## config.mk

```make
export PLATFORM = sky130hd
export DESIGN_NAME = alu_branch_unit_flat
export DESIGN_NICKNAME = d
export VERILOG_FILES = /design/src/rtl/rv32i_pkg.sv /design/src/rtl/alu_branch_unit_if.sv /design/src/rtl/rv32i_alu.sv /design/src/rtl/alu_branch_unit.sv /design/src/flat_wrapper.sv
export SDC_FILE = /design/constraint.sdc
export NUM_CORES = 1
export LEC_CHECK = 0
export CAP_MARGIN = 20
export CORE_MARGIN = 2
export CORE_UTILIZATION = 45
export CTS_CLUSTER_SIZE = 12
export DETAILED_ROUTE_END_ITERATION = 16
export PLACE_DENSITY = 0.73
export SYNTH_ARGS = -nofsm -noshare
export SYNTH_HDL_FRONTEND = slang
export SYNTH_SLANG_ARGS = --single-unit
```

## constraint.sdc

```tcl
create_clock -name clk -period 7.37 [get_ports clk]
set_input_delay 1.1055 -clock clk [delete_from_list [all_inputs] [get_ports clk]]
set_output_delay 1.1055 -clock clk [all_outputs]
set_load 0.02 [all_outputs]
```

## src/rtl/rv32i_pkg.sv

```systemverilog
// Shared RV32I definitions: ALU opcodes and the program-counter width,
// used by the execute datapath and the main control decoder.
package rv32i_pkg;

  localparam int PC_W = 8;

  typedef enum logic [3:0] {
    ALU_ADD    = 4'b0000,
    ALU_SUB    = 4'b0001,
    ALU_SLL    = 4'b0010,
    ALU_SLT    = 4'b0011,
    ALU_SLTU   = 4'b0100,
    ALU_XOR    = 4'b0101,
    ALU_SRL    = 4'b0110,
    ALU_SRA    = 4'b0111,
    ALU_OR     = 4'b1000,
    ALU_AND    = 4'b1001,
    ALU_PASS_B = 4'b1010
  } alu_op_e;

endpackage

```

## src/rtl/alu_branch_unit_if.sv

```systemverilog
// Operand, control and result bundle between the ID/EX muxes, the execute
// block and the PC-select logic.
interface alu_branch_unit_if #(parameter int PC_W = rv32i_pkg::PC_W);

  logic [31:0]     alu_a;
  logic [31:0]     alu_b;
  logic [3:0]      alu_sel;
  logic [31:0]     alu_result;
  logic [31:0]     alu_result_q;
  logic [31:0]     rd1;
  logic [31:0]     rd2;
  logic            bru;
  logic            br_eq;
  logic            br_lt;
  logic            pc_sel;
  logic [31:0]     imm;
  logic [PC_W-1:0] id_pc;
  logic [PC_W-1:0] pc_branch;
  logic            branch;

  modport master (
    output alu_a, alu_b, alu_sel, rd1, rd2, bru, pc_sel, imm, id_pc,
    input  alu_result, alu_result_q, br_eq, br_lt, pc_branch, branch
  );

  modport slave (
    input  alu_a, alu_b, alu_sel, rd1, rd2, bru, pc_sel, imm, id_pc,
    output alu_result, alu_result_q, br_eq, br_lt, pc_branch, branch
  );

endinterface

```

## src/rtl/rv32i_alu.sv

```systemverilog
// Purely combinational 32-bit RV32I integer ALU.
module rv32i_alu
  import rv32i_pkg::*;
(
  input  logic [31:0] a_i,
  input  logic [31:0] b_i,
  input  logic [3:0]  sel_i,
  output logic [31:0] result_o
);

  logic [4:0] shamt;

  assign shamt = b_i[4:0];

  // Unassigned opcodes return zero so a stray code can never leak operands.
  always_comb begin
    result_o = '0;
    case (sel_i)
      ALU_ADD:    result_o = a_i + b_i;
      ALU_SUB:    result_o = a_i - b_i;
      ALU_SLL:    result_o = a_i << shamt;
      ALU_SLT:    result_o = {31'b0, $signed(a_i) < $signed(b_i)};
      ALU_SLTU:   result_o = {31'b0, a_i < b_i};
      ALU_XOR:    result_o = a_i ^ b_i;
      ALU_SRL:    result_o = a_i >> shamt;
      ALU_SRA:    result_o = $unsigned($signed(a_i) >>> shamt);
      ALU_OR:     result_o = a_i | b_i;
      ALU_AND:    result_o = a_i & b_i;
      ALU_PASS_B: result_o = b_i;
      default:    result_o = '0;
    endcase
  end

endmodule

```

## src/rtl/alu_branch_unit.sv

```systemverilog
// Execute-stage ALU with EX/MEM result register, plus the ID-stage branch
// comparator and branch-target adder.
module alu_branch_unit #(
  parameter int PC_W = rv32i_pkg::PC_W
) (
  input logic               clk,
  input logic               rst,
  alu_branch_unit_if.slave  bus
);

  logic [31:0] result_d;
  logic [31:0] result_q;
  logic        unused_imm;

  rv32i_alu u_alu (
    .a_i      (bus.alu_a),
    .b_i      (bus.alu_b),
    .sel_i    (bus.alu_sel),
    .result_o (result_d)
  );

  assign bus.alu_result = result_d;

  always_ff @(posedge clk or posedge rst) begin
    if (rst) begin
      result_q <= '0;
    end else begin
      result_q <= result_d;
    end
  end

  assign bus.alu_result_q = result_q;

  assign bus.br_eq = (bus.rd1 == bus.rd2);
  assign bus.br_lt = bus.bru ? (bus.rd1 < bus.rd2)
                             : ($signed(bus.rd1) < $signed(bus.rd2));

  // Target wraps within the small instruction memory; upper imm bits are dropped.
  assign bus.pc_branch = bus.id_pc + bus.imm[PC_W-1:0];
  assign bus.branch    = bus.pc_sel;
  assign unused_imm    = ^bus.imm[31:PC_W];

endmodule

```

## src/flat_wrapper.sv

```systemverilog
// flat-port wrapper written by rule: the top's interface ports become plain ports
module alu_branch_unit_flat 
#(
  parameter int PC_W = rv32i_pkg::PC_W
)
  (clk, rst, bus_alu_a, bus_alu_b, bus_alu_sel, bus_rd1, bus_rd2, bus_bru, bus_pc_sel, bus_imm, bus_id_pc, bus_alu_result, bus_alu_result_q, bus_br_eq, bus_br_lt, bus_pc_branch, bus_branch);
  alu_branch_unit_if #(.PC_W(PC_W)) bus_i ();
  input logic clk;
  input logic rst;
  input wire logic [$bits(bus_i.alu_a)-1:0] bus_alu_a;
  input wire logic [$bits(bus_i.alu_b)-1:0] bus_alu_b;
  input wire logic [$bits(bus_i.alu_sel)-1:0] bus_alu_sel;
  input wire logic [$bits(bus_i.rd1)-1:0] bus_rd1;
  input wire logic [$bits(bus_i.rd2)-1:0] bus_rd2;
  input wire logic [$bits(bus_i.bru)-1:0] bus_bru;
  input wire logic [$bits(bus_i.pc_sel)-1:0] bus_pc_sel;
  input wire logic [$bits(bus_i.imm)-1:0] bus_imm;
  input wire logic [$bits(bus_i.id_pc)-1:0] bus_id_pc;
  output wire logic [$bits(bus_i.alu_result)-1:0] bus_alu_result;
  output wire logic [$bits(bus_i.alu_result_q)-1:0] bus_alu_result_q;
  output wire logic [$bits(bus_i.br_eq)-1:0] bus_br_eq;
  output wire logic [$bits(bus_i.br_lt)-1:0] bus_br_lt;
  output wire logic [$bits(bus_i.pc_branch)-1:0] bus_pc_branch;
  output wire logic [$bits(bus_i.branch)-1:0] bus_branch;
  assign bus_i.alu_a = bus_alu_a;
  assign bus_i.alu_b = bus_alu_b;
  assign bus_i.alu_sel = bus_alu_sel;
  assign bus_i.rd1 = bus_rd1;
  assign bus_i.rd2 = bus_rd2;
  assign bus_i.bru = bus_bru;
  assign bus_i.pc_sel = bus_pc_sel;
  assign bus_i.imm = bus_imm;
  assign bus_i.id_pc = bus_id_pc;
  assign bus_alu_result = bus_i.alu_result;
  assign bus_alu_result_q = bus_i.alu_result_q;
  assign bus_br_eq = bus_i.br_eq;
  assign bus_br_lt = bus_i.br_lt;
  assign bus_pc_branch = bus_i.pc_branch;
  assign bus_branch = bus_i.branch;
  alu_branch_unit #(.PC_W(PC_W)) u_core (.clk(clk), .rst(rst), .bus(bus_i));
endmodule
```

After elaboration in Yosys (flattened, before gate mapping):

Index checks and enable logic that the tools add are counted.

* reduce and logical (&&, ||, !) cells: 1
* add/subtract/negate cells: 3
* bitwise logic cells: 3
* muxes and demuxes: 2
* $lt $le $gt $ge: 4
* shifts and indexed selects: 3
* eq/ne operators: 11

Operators with widths (count)
* one-hot mux 32 bit (11 select lines): 1
* less-than comparator 32 bit: 4
* adder 32 bit: 1
* AND 32 bit: 1
* equality test 32 bit: 1
* OR 32 bit: 1
* left shift 32 x 5 -> 32 bit: 1
* right shift 32 x 5 -> 32 bit: 1
* >>> shifter 32 x 5 -> 32 bit: 1
* subtractor 32 bit: 1
* bitwise XOR 32 bit: 1
* equality test 4 x 3 -> 1 bit (second input constant): 4
* equality test 4 bit (second input constant): 3
* adder 8 bit: 1
* equality test 4 x 2 -> 1 bit (second input constant): 2
* equality test 4 x 1 -> 1 bit (second input constant): 1
* zero test 4 bit: 1
* two-way mux 1 bit: 1

* logic and storage cells: 28
* flip-flop bits (word level): 32
* output and inout bits: 75
* input port bits: 176

Longest topological paths before layout:

Gate-level depths: netlist of run 1.

* depth in word-level cells: 2
* depth in mapped cells: 14
* mapped depth without buffers: 12

By module:

A second synthesis of run 1 with hierarchy kept.

* cells, all modules: 1614
* area total of the unflattened synthesis: 11178.2 µm²

By module, submodules not included
* rv32i_alu: seq. area each 0.0 µm², times used 1, cells each 1434, area each 9282.7 µm²
* alu_branch_unit: seq. area each 800.8 µm², times used 1, cells each 180, area each 1895.6 µm²

Least setup slack after synthesis of run 1:

Ideal clock, no wire load.

* kind: input-to-output
* from: in bus_alu_b[2]
* to: out bus_alu_result[0]
* arrival time: 4.688 ns
* data required time: 6.265 ns
* path slack: 1.576 ns
* stages: 14
* cells stage by stage: inv_2 -> buf_1 -> clkbuf_1 -> clkbuf_1 -> ha_1 -> o21bai_1 -> o211ai_1 -> a311oi_1 -> a2111oi_0 -> nor3_1 -> nor2_1 -> o32a_1 -> a21oi_1 -> o31ai_1

* word-level cells in the longest chain between the ends: 2
* elaborated cells between the ends (all ways): 6
* classes of those cells: order compare: 2; shift: 3; mux: 1

RTL lines
* start: declaration: line flat_wrapper.sv:11 `input wire logic [$bits(bus_i.alu_b)-1:0] bus_alu_b;`
* less-than comparator 32 bit, or another cell as far along: line rv32i_alu.sv:23 `ALU_SLTU: result_o = {31'b0, a_i < b_i};`
* one-hot mux 32 bit (11 select lines) (*): line rv32i_alu.sv:18 `case (sel_i)`
* end: declaration: line flat_wrapper.sv:19 `output wire logic [$bits(bus_i.alu_result)-1:0] bus_alu_result;`

Every way passes the cells marked *; elsewhere a longest branch is shown, timed or not.

Worst setup path in the final report of run 1:

* from: in bus_alu_a[1]
* to: out bus_alu_result[0]

* word-level cells in the longest chain between the ends: 2
* elaborated cells between the ends (all ways): 6
* classes of those cells: order compare: 2; shift: 3; mux: 1

RTL lines
* start: declaration: line flat_wrapper.sv:10 `input wire logic [$bits(bus_i.alu_a)-1:0] bus_alu_a;`
* less-than comparator 32 bit, or another cell as far along: line rv32i_alu.sv:23
* one-hot mux 32 bit (11 select lines) (*): line rv32i_alu.sv:18

Marked as above.

==> impl_metrics.tcl, run 1 <==
set metrics [dict create \
    cts.sinks 32 \
    grt_pass1_vias 12400 \
    crit_chain "clkdlybuf4s50_1 -> inv_1 -> fa_1 -> o21bai_1 -> o211ai_1 -> a311oi_1 -> a2111oi_0 -> buf_4 -> nor3_1 -> nor2_1 -> o32a_1 -> a21oi_1 -> o31ai_1 -> clkdlybuf4s50_1" \
    die_h_um 160 \
    start_util 0.454 \
    ys.flop_type "dfrtp_1" \
    nets 2039 \
    synthDistinctLibCells 86 \
    area_growth_pct 24.2 \
    fin_area_um2 13600 \
    period_share 0.932 \
    core_area_um2 24100 \
    status "completed" \
    cp_common_cell "clkdlybuf4s50_1" \
    path_clk_slew_ns 0.06 \
    ys_warn_count 0 \
    ys_ff_latch 32 \
    cts_made_buffers 5 \
    fmax_mhz 146 \
    setup_viol 0 \
    hold_viol_final 0 \
    yosys-top-cells-area "ha_1, dfrtp_1, a21oi_1, nor2_1, o21ai_0" \
    endpoint_kind "primary output" \
    hold_ws_ns 1.23 \
    htreeDepth 2 \
    grt_usage 0.364 \
    vdd_ir_drop_max_uv 89.2 \
    critical_path_required_ns 6.26 \
    cts_root_buf "clkbuf_16" \
    vias 13400 \
    synth_cells 1564 \
    grt_pass1_wl_um 73200 \
    antenna_found_initial 0 \
    power.density_nw_per_um2 113 \
    via_per_inst 6.54 \
    setup_tns_ns 0 \
    post-dp-hpwl_um 38200 \
    clockBufferDepth 2 \
    path_max_fanout 8 \
    arrival_ns 5.76 \
    postCtsSetupRepairBufs 0 \
    die_x_um 160 \
    finish.utilization 0.564 \
    seq_area_frac_synth 0.0731 \
    antenna_cells 0 \
    row_count 57 \
    cts_tree "built" \
    hold_class "primary input to asynchronous set/reset pin" \
    relSlewSlack 0.260 \
    p_leak_nw 5.82 \
    synth_top_area_frac 0.158 \
    synth_top_area_cell "ha_1" \
    route.detailed.drc 0 \
    path_buf_inv 4 \
    largest_reg_flops 32 \
    syn_area_um2 11000 \
    cts_hold_buffers 0 \
    first_pass_iters 6 \
    routed_wl_um 48500 \
    crit_family "compound AO/OA/AOI/OAI gates" \
    routabilityCongestion 1.06 \
    p_total_mw 1.53 \
    port_buffers 224 \
    min_period_ns 6.87 \
    grt_max_degree 74 \
    synth.avg_cell_area_um2 7.00 \
    drt_iter0_markers 1830 \
    criticalPathCategory "primary input to primary output" \
    drive_above_1_share 0.0691 \
    post_cts_resized 0 \
    synth.net_count 1881 \
    crit_slowest_cell "clkdlybuf4s50_1" \
    io_pins 251 \
    cpPeakStageDelay_ns 0.69 \
    startpoint_type "primary input" \
    drv_slew 0 \
    dpl_cell_area_um2 13400 \
    drv_cap 0 \
    rsz0062_at_grt "no" \
    grt-ovfl-total 0 \
    wl_per_cell_um 23.7 \
    async_flop_share 1.00 \
    tightest_slew_ns 1.09 \
    synth_edf_count 0 \
    antenna_left 0 \
    dieArea_um2 25600 \
]
## report_power, final
part | switching [mW] | internal [mW] | leakage (nW)
clock | 0.0853 | 0.142 | 0.0760
sequential | 0.00715 | 0.204 | 0.389
combinational | 0.648 | 0.447 | 5.35
## final cells by class
type | count | area, um2
clock buffer | 7 | 153
multi-input combinational | 1282 | 9190
fill | 2414 | 10500
inverter | 135 | 507
sequential | 32 | 801
tap | 324 | 405
timing repair buffer | 266 | 2540
## routing by layer
layer / wire length, um / GRT usage / vias up
met5: 0 / 0 / -
met2: 21600 / 0.588 / 909
met1: 18300 / 0.453 / 6187
met4: 3860 / 0.232 / 0
li1: - / - / 6111
met3: 4790 / 0.0584 / 182
## logic make-up after synthesis
family                   Yosys count  synth area share
AO/OA/AOI/OAI                    561             0.340
AND/OR/NAND/NOR                  471             0.198
buffers and inverters            250            0.0920
adder cells (fa/ha/maj)          141             0.163
multiplexers                     100             0.126
flip-flops                        32            0.0731
XOR/XNOR                           9           0.00720
## synth_stat cells, drive strengths merged, types with 9 or more instances
cell type,count
nand2,125
a211o,9
a21oi,136
o21bai,12
nand2b,19
buf,42
o22ai,15
nor3,39
ha,138
o21a,13
inv,134
clkbuf,73
a221oi,23
a221o,11
dfrtp,32
mux2,18
a21o,23
nor2b,13
nor4,13
mux2i,57
o21ai,126
o31ai,12
mux4,25
or3,12
nor2,179
o211ai,32
o221ai,13
a211oi,30
a22oi,19
nand4,17
nand3,23
a31oi,20
o2111ai,9
## cells in the final DEF (no fill, tap or decap), types with 38 or more instances in the layout
| master | netlist | final |
|---|---|---|
| mux2i_1 | 55 | 55 |
| a21oi_1 | 135 | 135 |
| ha_1 | 138 | 138 |
| buf_4 | 6 | 43 |
| o21ai_0 | 125 | 125 |
| nor2_1 | 179 | 179 |
| clkdlybuf4s50_1 | 0 | 220 |
| inv_1 | 130 | 130 |
| nand2_1 | 125 | 125 |
| nor3_1 | 39 | 38 |
## metrics by stage
stage                     cells  worst slack [ns]
after floorplan            1564              1.58
after global placement     2039             0.694
after detailed placement   2039             0.668
after CTS                  2046             0.653
after global routing       2046             0.318
final                      2046             0.502
## path summary, 6_finish.rpt
kind / to / start / slack, ns / cells past startpoint
worst min-delay path: u_core.bus.alu_result_q[28] / rst / 1.23 / 3
min in group clk: u_core.bus.alu_result_q[31] / bus_alu_b[31] / 1.62 / 3
worst max-delay path: bus_alu_result[0] / bus_alu_a[1] / 0.50 / 14
max in group asynchronous: u_core.bus.alu_result_q[7] / rst / 5.81 / 3
(Power assumes the default switching activity.)
==> run 2: changes to the inputs <==
--- a/config.mk
+++ b/config.mk
@@ -13,2 +13,3 @@
 export PLACE_DENSITY = 0.73
+export SLEW_MARGIN = 20
 export SYNTH_ARGS = -nofsm -noshare
==> constraint.sdc (replaced) <==
create_clock -name clk -period 7.37 [get_ports clk]
set_input_delay 1.474 -clock clk [delete_from_list [all_inputs] [get_ports clk]]
set_output_delay 1.474 -clock clk [all_outputs]
set_load 0.02 [all_outputs]
==> run 2 against run 1 <==
Sequential power hardly changed. First-iteration DRC count down 15%. Non-clock buffer count is 43 higher. Cell area grew 2.5%. Critical endpoint is now bus_alu_result[24]. Highest routed layer unchanged. Total power is 2.3% higher. Core utilization grew 1.4 points. Largest cell class unchanged. Clock-buffer cell count stayed put. Setup slack got worse by 0.24 ns.
==> impl_metrics.tcl, run 2 (synthesis gave the netlist of run 1 again) <==
set metrics [dict create \
    status "completed" \
    drt_iter0_markers 1561 \
    via_per_inst 6.55 \
    relSlewSlack 0.368 \
    row_count 57 \
    nFillCells 2391 \
    first_pass_iters 6 \
    path_clk_slew_ns 0.05 \
    grt_pass1_vias 12900 \
    wl_per_cell_um 24.3 \
    largest_reg_flops 32 \
    die_h_um 160 \
    post-dp-hpwl_um 40600 \
    routabilityCongestion 1.04 \
    io_pins 251 \
    netSwitchingPower_mw 0.757 \
    vias 13700 \
    path_max_fanout 4 \
    cts_tree "built" \
    min_period_ns 7.11 \
    drv_slew 0 \
    hold_ws_ns 1.59 \
    routed_wl_um 50900 \
    nets 2082 \
    hold_class "primary input to asynchronous set/reset pin" \
    setup_viol 0 \
    pwr-share-comb 0.721 \
    grt_max_degree 55 \
    arrival_ns 5.63 \
    clockBufferDepth 2 \
    port_buffers 224 \
    p_int_mw 0.812 \
    antenna_left 0 \
    dieArea_um2 25600 \
    grt_usage 0.383 \
    drive_above_1_share 0.0929 \
    mostFrequentLayoutCell "clkdlybuf4s50_1" \
    cts_made_buffers 5 \
    p_sw_frac 0.482 \
    vdd_ir_drop_max_uv 84.5 \
    period_share 0.964 \
    grt-ovfl-total 0 \
    endpoint_kind "primary output" \
    area_growth_pct 27.2 \
    cts_root_buf "clkbuf_16" \
    start_util 0.454 \
    hold_viol_final 0 \
    htreeDepth 2 \
    criticalPathCategory "primary input to primary output" \
    p_leak_nw 6.03 \
    route.detailed.drc 0 \
    grt_pass1_wl_um 76200 \
    core_area_um2 24100 \
    p_seq_frac 0.134 \
    antenna_found_initial 1 \
    cts.sinks 32 \
    fmax_mhz 141 \
    final_cell_mix "clkdlybuf4s50_1, nor2_1, ha_1" \
    die_x_um 160 \
    startpoint_type "primary input" \
    critical_path_required_ns 5.90 \
    rsz0062_at_grt "no" \
    drv_cap 0 \
    tightest_slew_ns 0.945 \
    pwr-share-clk 0.145 \
    power.density_nw_per_um2 113 \
    setup_tns_ns 0 \
]
run 2: routing by layer:
layer | track usage | vias up | wire [um]
met4 | 0.222 | 0 | 3670
li1 | - | 6187 | -
met1 | 0.465 | 6400 | 19200
met5 | 0 | - | 0
met2 | 0.629 | 898 | 23100
met3 | 0.0790 | 197 | 4840
run 2: worst max-delay path: stages:
cell and delay, ns:
clkdlybuf4s50_1 0.50, inv_1 0.08, ha_1 0.22, fa_1 0.39, o21bai_1 0.23, o211ai_1 0.16
a311oi_1 0.37, buf_4 0.20, a2111oi_0 0.11, buf_4 0.17, nor3_2 0.27, nor2_1 0.13
buf_4 0.15, nor2_1 0.09, a211oi_1 0.06, o21ai_0 0.34, clkdlybuf4s50_1 0.67
run 2: what timing repair did:
item,in CTS,in global routing
endpoints found under the setup margin,0,5
setup buffers,0,0
hold buffers,0,0
resized for setup,0,2
run 2: power by group through the flow:
| stage | sequential [mW] | combinational [mW] | clock [mW] |
|---|---|---|---|
| 4_1_cts | 0.211 | 1.11 | 0.229 |
| 3_3_place_gp | 0.213 | 1.09 | 0 |
| 6_report | 0.210 | 1.13 | 0.227 |
| 2_1_floorplan | 0.251 | 0.588 | 0 |
| 3_5_place_dp | 0.214 | 1.10 | 0 |
| 5_1_grt | 0.213 | 1.20 | 0.236 |
run 2: stage by stage:
step	util	cell area, um2	power [mW]	std cells	worst slack, ns
2_1_floorplan	-	11000	0.839	1564	0.839
3_3_place_gp	0.571	13800	1.30	2082	0.234
3_5_place_dp	0.571	13800	1.31	2082	0.235
4_1_cts	0.577	13900	1.55	2089	0.223
5_1_grt	0.578	13900	1.65	2089	0.0640
6_report	0.578	13900	1.57	2090	0.264
run 2: cell type report:
| class | instances | area, um2 | area share |
|---|---|---|---|
| multi-input combinational | 1282 | 9200 | 0.660 |
| timing repair buffer | 309 | 2860 | 0.205 |
| sequential | 32 | 801 | 0.0575 |
| inverter | 135 | 507 | 0.0364 |
| tap | 324 | 405 | 0.0291 |
| clock buffer | 7 | 153 | 0.0110 |
| antenna | 1 | 2.50 | 0.000180 |
run 2: worst paths after layout:
kind / from / to / slack [ns] / cells after the start
max in group asynchronous: rst / u_core.bus.alu_result_q[7] / 5.45 / 3
worst max-delay path: bus_alu_a[0] / bus_alu_result[24] / 0.26 / 17
min in group clk: bus_alu_b[31] / u_core.bus.alu_result_q[31] / 1.97 / 3
worst min-delay path: rst / u_core.bus.alu_result_q[28] / 1.59 / 3
==> run 3: changes to the inputs <==
Settings changed: CELL_PAD_IN_SITES_DETAIL_PLACEMENT from default to 0, CELL_PAD_IN_SITES_GLOBAL_PLACEMENT from default to 1, CORE_UTILIZATION 45 to 40, PLACE_DENSITY 0.73 to default, PLACE_DENSITY_LB_ADDON from default to 0.1.
==> run 3 against run 2 <==
Via count down 2.2%. Global-route usage is 3.8 points lower. Fmax down 0.86%. Total power rose by 0.26%. Critical endpoint is now bus_alu_result[28]. Clock power rose by 3%. First-iteration DRC count rose by 3.7%. Non-clock buffer count fell by 1. Core utilization shrank 5.9 points. Wire length rose by 0.49%. Sequential share of layout area barely moved. Final cell count grew 0.72%.
==> impl_metrics.tcl, run 3 (synthesis gave the netlist of run 1 again) <==
set metrics [dict create \
    path_clk_slew_ns 0.07 \
    fmax_mhz 140 \
    cp_common_cell "buf_4" \
    p_int_mw 0.814 \
    period_share 0.973 \
    vdd_ir_drop_max_uv 96.0 \
    final_cell_mix "clkdlybuf4s50_1, nor2_1, ha_1" \
    wl_met1_um 21100 \
    top_layer_used "met5" \
    grt_pass1_vias 12500 \
    cts.sinks 32 \
    critical_path_required_ns 5.90 \
    relSlewSlack 0.267 \
    io_pins 251 \
    grt_max_degree 87 \
    min_period_ns 7.17 \
    grt_usage 0.345 \
    grt-ovfl-total 0 \
    drv_cap 0 \
    wl_per_cell_um 24.3 \
    drv_slew 0 \
    wl_met2_um 22800 \
    row_count 60 \
    grt_pass1_wl_um 76000 \
    mostFrequentLayoutCell "clkdlybuf4s50_1" \
    hold_ws_ns 1.59 \
    largest_reg_flops 32 \
    p_seq_frac 0.134 \
    die_x_um 169 \
    port_buffers 224 \
    pwr-share-comb 0.718 \
    cpPeakStageDelay_ns 0.62 \
    nets 2081 \
    first_pass_iters 6 \
    via_per_inst 6.35 \
    start_util 0.406 \
    power.density_nw_per_um2 112 \
    routabilityCongestion 0.992 \
    antenna_found_initial 1 \
    drt_iter0_markers 1619 \
    status "completed" \
    area_growth_pct 27.7 \
    route.detailed.drc 0 \
    startpoint_type "primary input" \
    clockBufferDepth 2 \
    crit_slowest_cell "clkdlybuf4s50_1" \
    dpl_cell_area_um2 13800 \
    hold_class "primary input to asynchronous set/reset pin" \
    hold_viol_final 0 \
    arrival_ns 5.69 \
    p_leak_nw 6.03 \
    fin_area_um2 14000 \
    cts_made_buffers 5 \
    nFillCells 2780 \
    vias 13400 \
    core_area_um2 27000 \
    p_total_mw 1.57 \
    die_h_um 169 \
    criticalPathCategory "primary input to primary output" \
    setup_viol 0 \
    htreeDepth 2 \
    crit_chain "clkdlybuf4s50_1 -> inv_1 -> ha_1 -> fa_1 -> o21bai_1 -> o211ai_1 -> a311oi_2 -> buf_4 -> a2111oi_0 -> buf_4 -> nor3_2 -> buf_4 -> o2111ai_1 -> a211oi_1 -> a31oi_1 -> nand3_1 -> clkdlybuf4s50_1" \
    postCtsSetupRepairBufs 0 \
    endpoint_kind "primary output" \
    rsz0062_at_grt "no" \
    drive_above_1_share 0.0924 \
    netSwitchingPower_mw 0.759 \
    routed_wl_um 51100 \
    cts_tree "built" \
    tightest_slew_ns 1.08 \
    wl_met3_um 4180 \
    cts_root_buf "clkbuf_16" \
    pwr-share-clk 0.148 \
    dieArea_um2 28700 \
    antenna_cells 0 \
    setup_tns_ns 0 \
    post-dp-hpwl_um 40800 \
    path_max_fanout 4 \
    p_sw_frac 0.483 \
    antenna_left 0 \
]
run 3: cell types whose count changed in the layout (fill, tap and decap cells not counted):
cell	before	now
a311oi_2	0	1
a31oi_2	1	0
a311oi_1	3	2
buf_12	0	3
diode_2	1	0
buf_4	86	82
a31oi_1	19	20
run 3: final cells by class:
type | instances | area [um2] | share of cell area
tap | 341 | 427 | 0.0305
sequential | 32 | 801 | 0.0573
clock buffer | 7 | 153 | 0.0109
inverter | 135 | 507 | 0.0362
multi-input combinational | 1282 | 9200 | 0.658
timing repair buffer | 308 | 2890 | 0.207
run 3: worst paths after layout:
| kind | cells after the start | slack [ns] | start | to |
|---|---|---|---|---|
| worst max-delay path | 17 | 0.20 | bus_alu_a[0] | bus_alu_result[28] |
| min in group clk | 3 | 1.96 | bus_alu_b[31] | u_core.bus.alu_result_q[31] |
| worst min-delay path | 3 | 1.59 | rst | u_core.bus.alu_result_q[24] |
| max in group asynchronous | 3 | 5.44 | rst | u_core.bus.alu_result_q[13] |
run 3: repair_timing:
item / in CTS / in global routing
hold buffers: 0 / 0
setup endpoints to repair: 0 / 3
gates resized for setup: 0 / 2
run 3: routing by layer:
layer | track usage | vias up
met3 | 0.0550 | 128
met5 | 0 | -
met1 | 0.448 | 6338
met4 | 0.167 | 2
met2 | 0.557 | 728
li1 | - | 6179
run 3: critical path, delay by kind of cell:
| family | cells | cell delay (ns) |
|---|---|---|
| buf+inv | 6 | 1.81 |
| compound gates | 7 | 1.38 |
| fa+ha+maj | 2 | 0.64 |
| simple gates | 2 | 0.37 |
run 3: power by group through the flow:
| stage | Sequential (mW) | Clock, mW | Combinational [mW] |
|---|---|---|---|
| 4_1_cts | 0.211 | 0.236 | 1.11 |
| 5_1_grt | 0.213 | 0.241 | 1.20 |
| 3_5_place_dp | 0.214 | 0 | 1.10 |
| 6_report | 0.210 | 0.233 | 1.13 |
| 3_3_place_gp | 0.213 | 0 | 1.10 |
| 2_1_floorplan | 0.251 | 0 | 0.588 |
run 3: per-stage QoR:
stage                      util  instances  setup slack [ns]
after detailed placement  0.513       2098             0.148
after global routing      0.519       2105            0.0632
after CTS                 0.518       2105             0.130
after global placement    0.513       2098            0.0673
after floorplan               -       1564             0.839
final                     0.519       2105             0.203
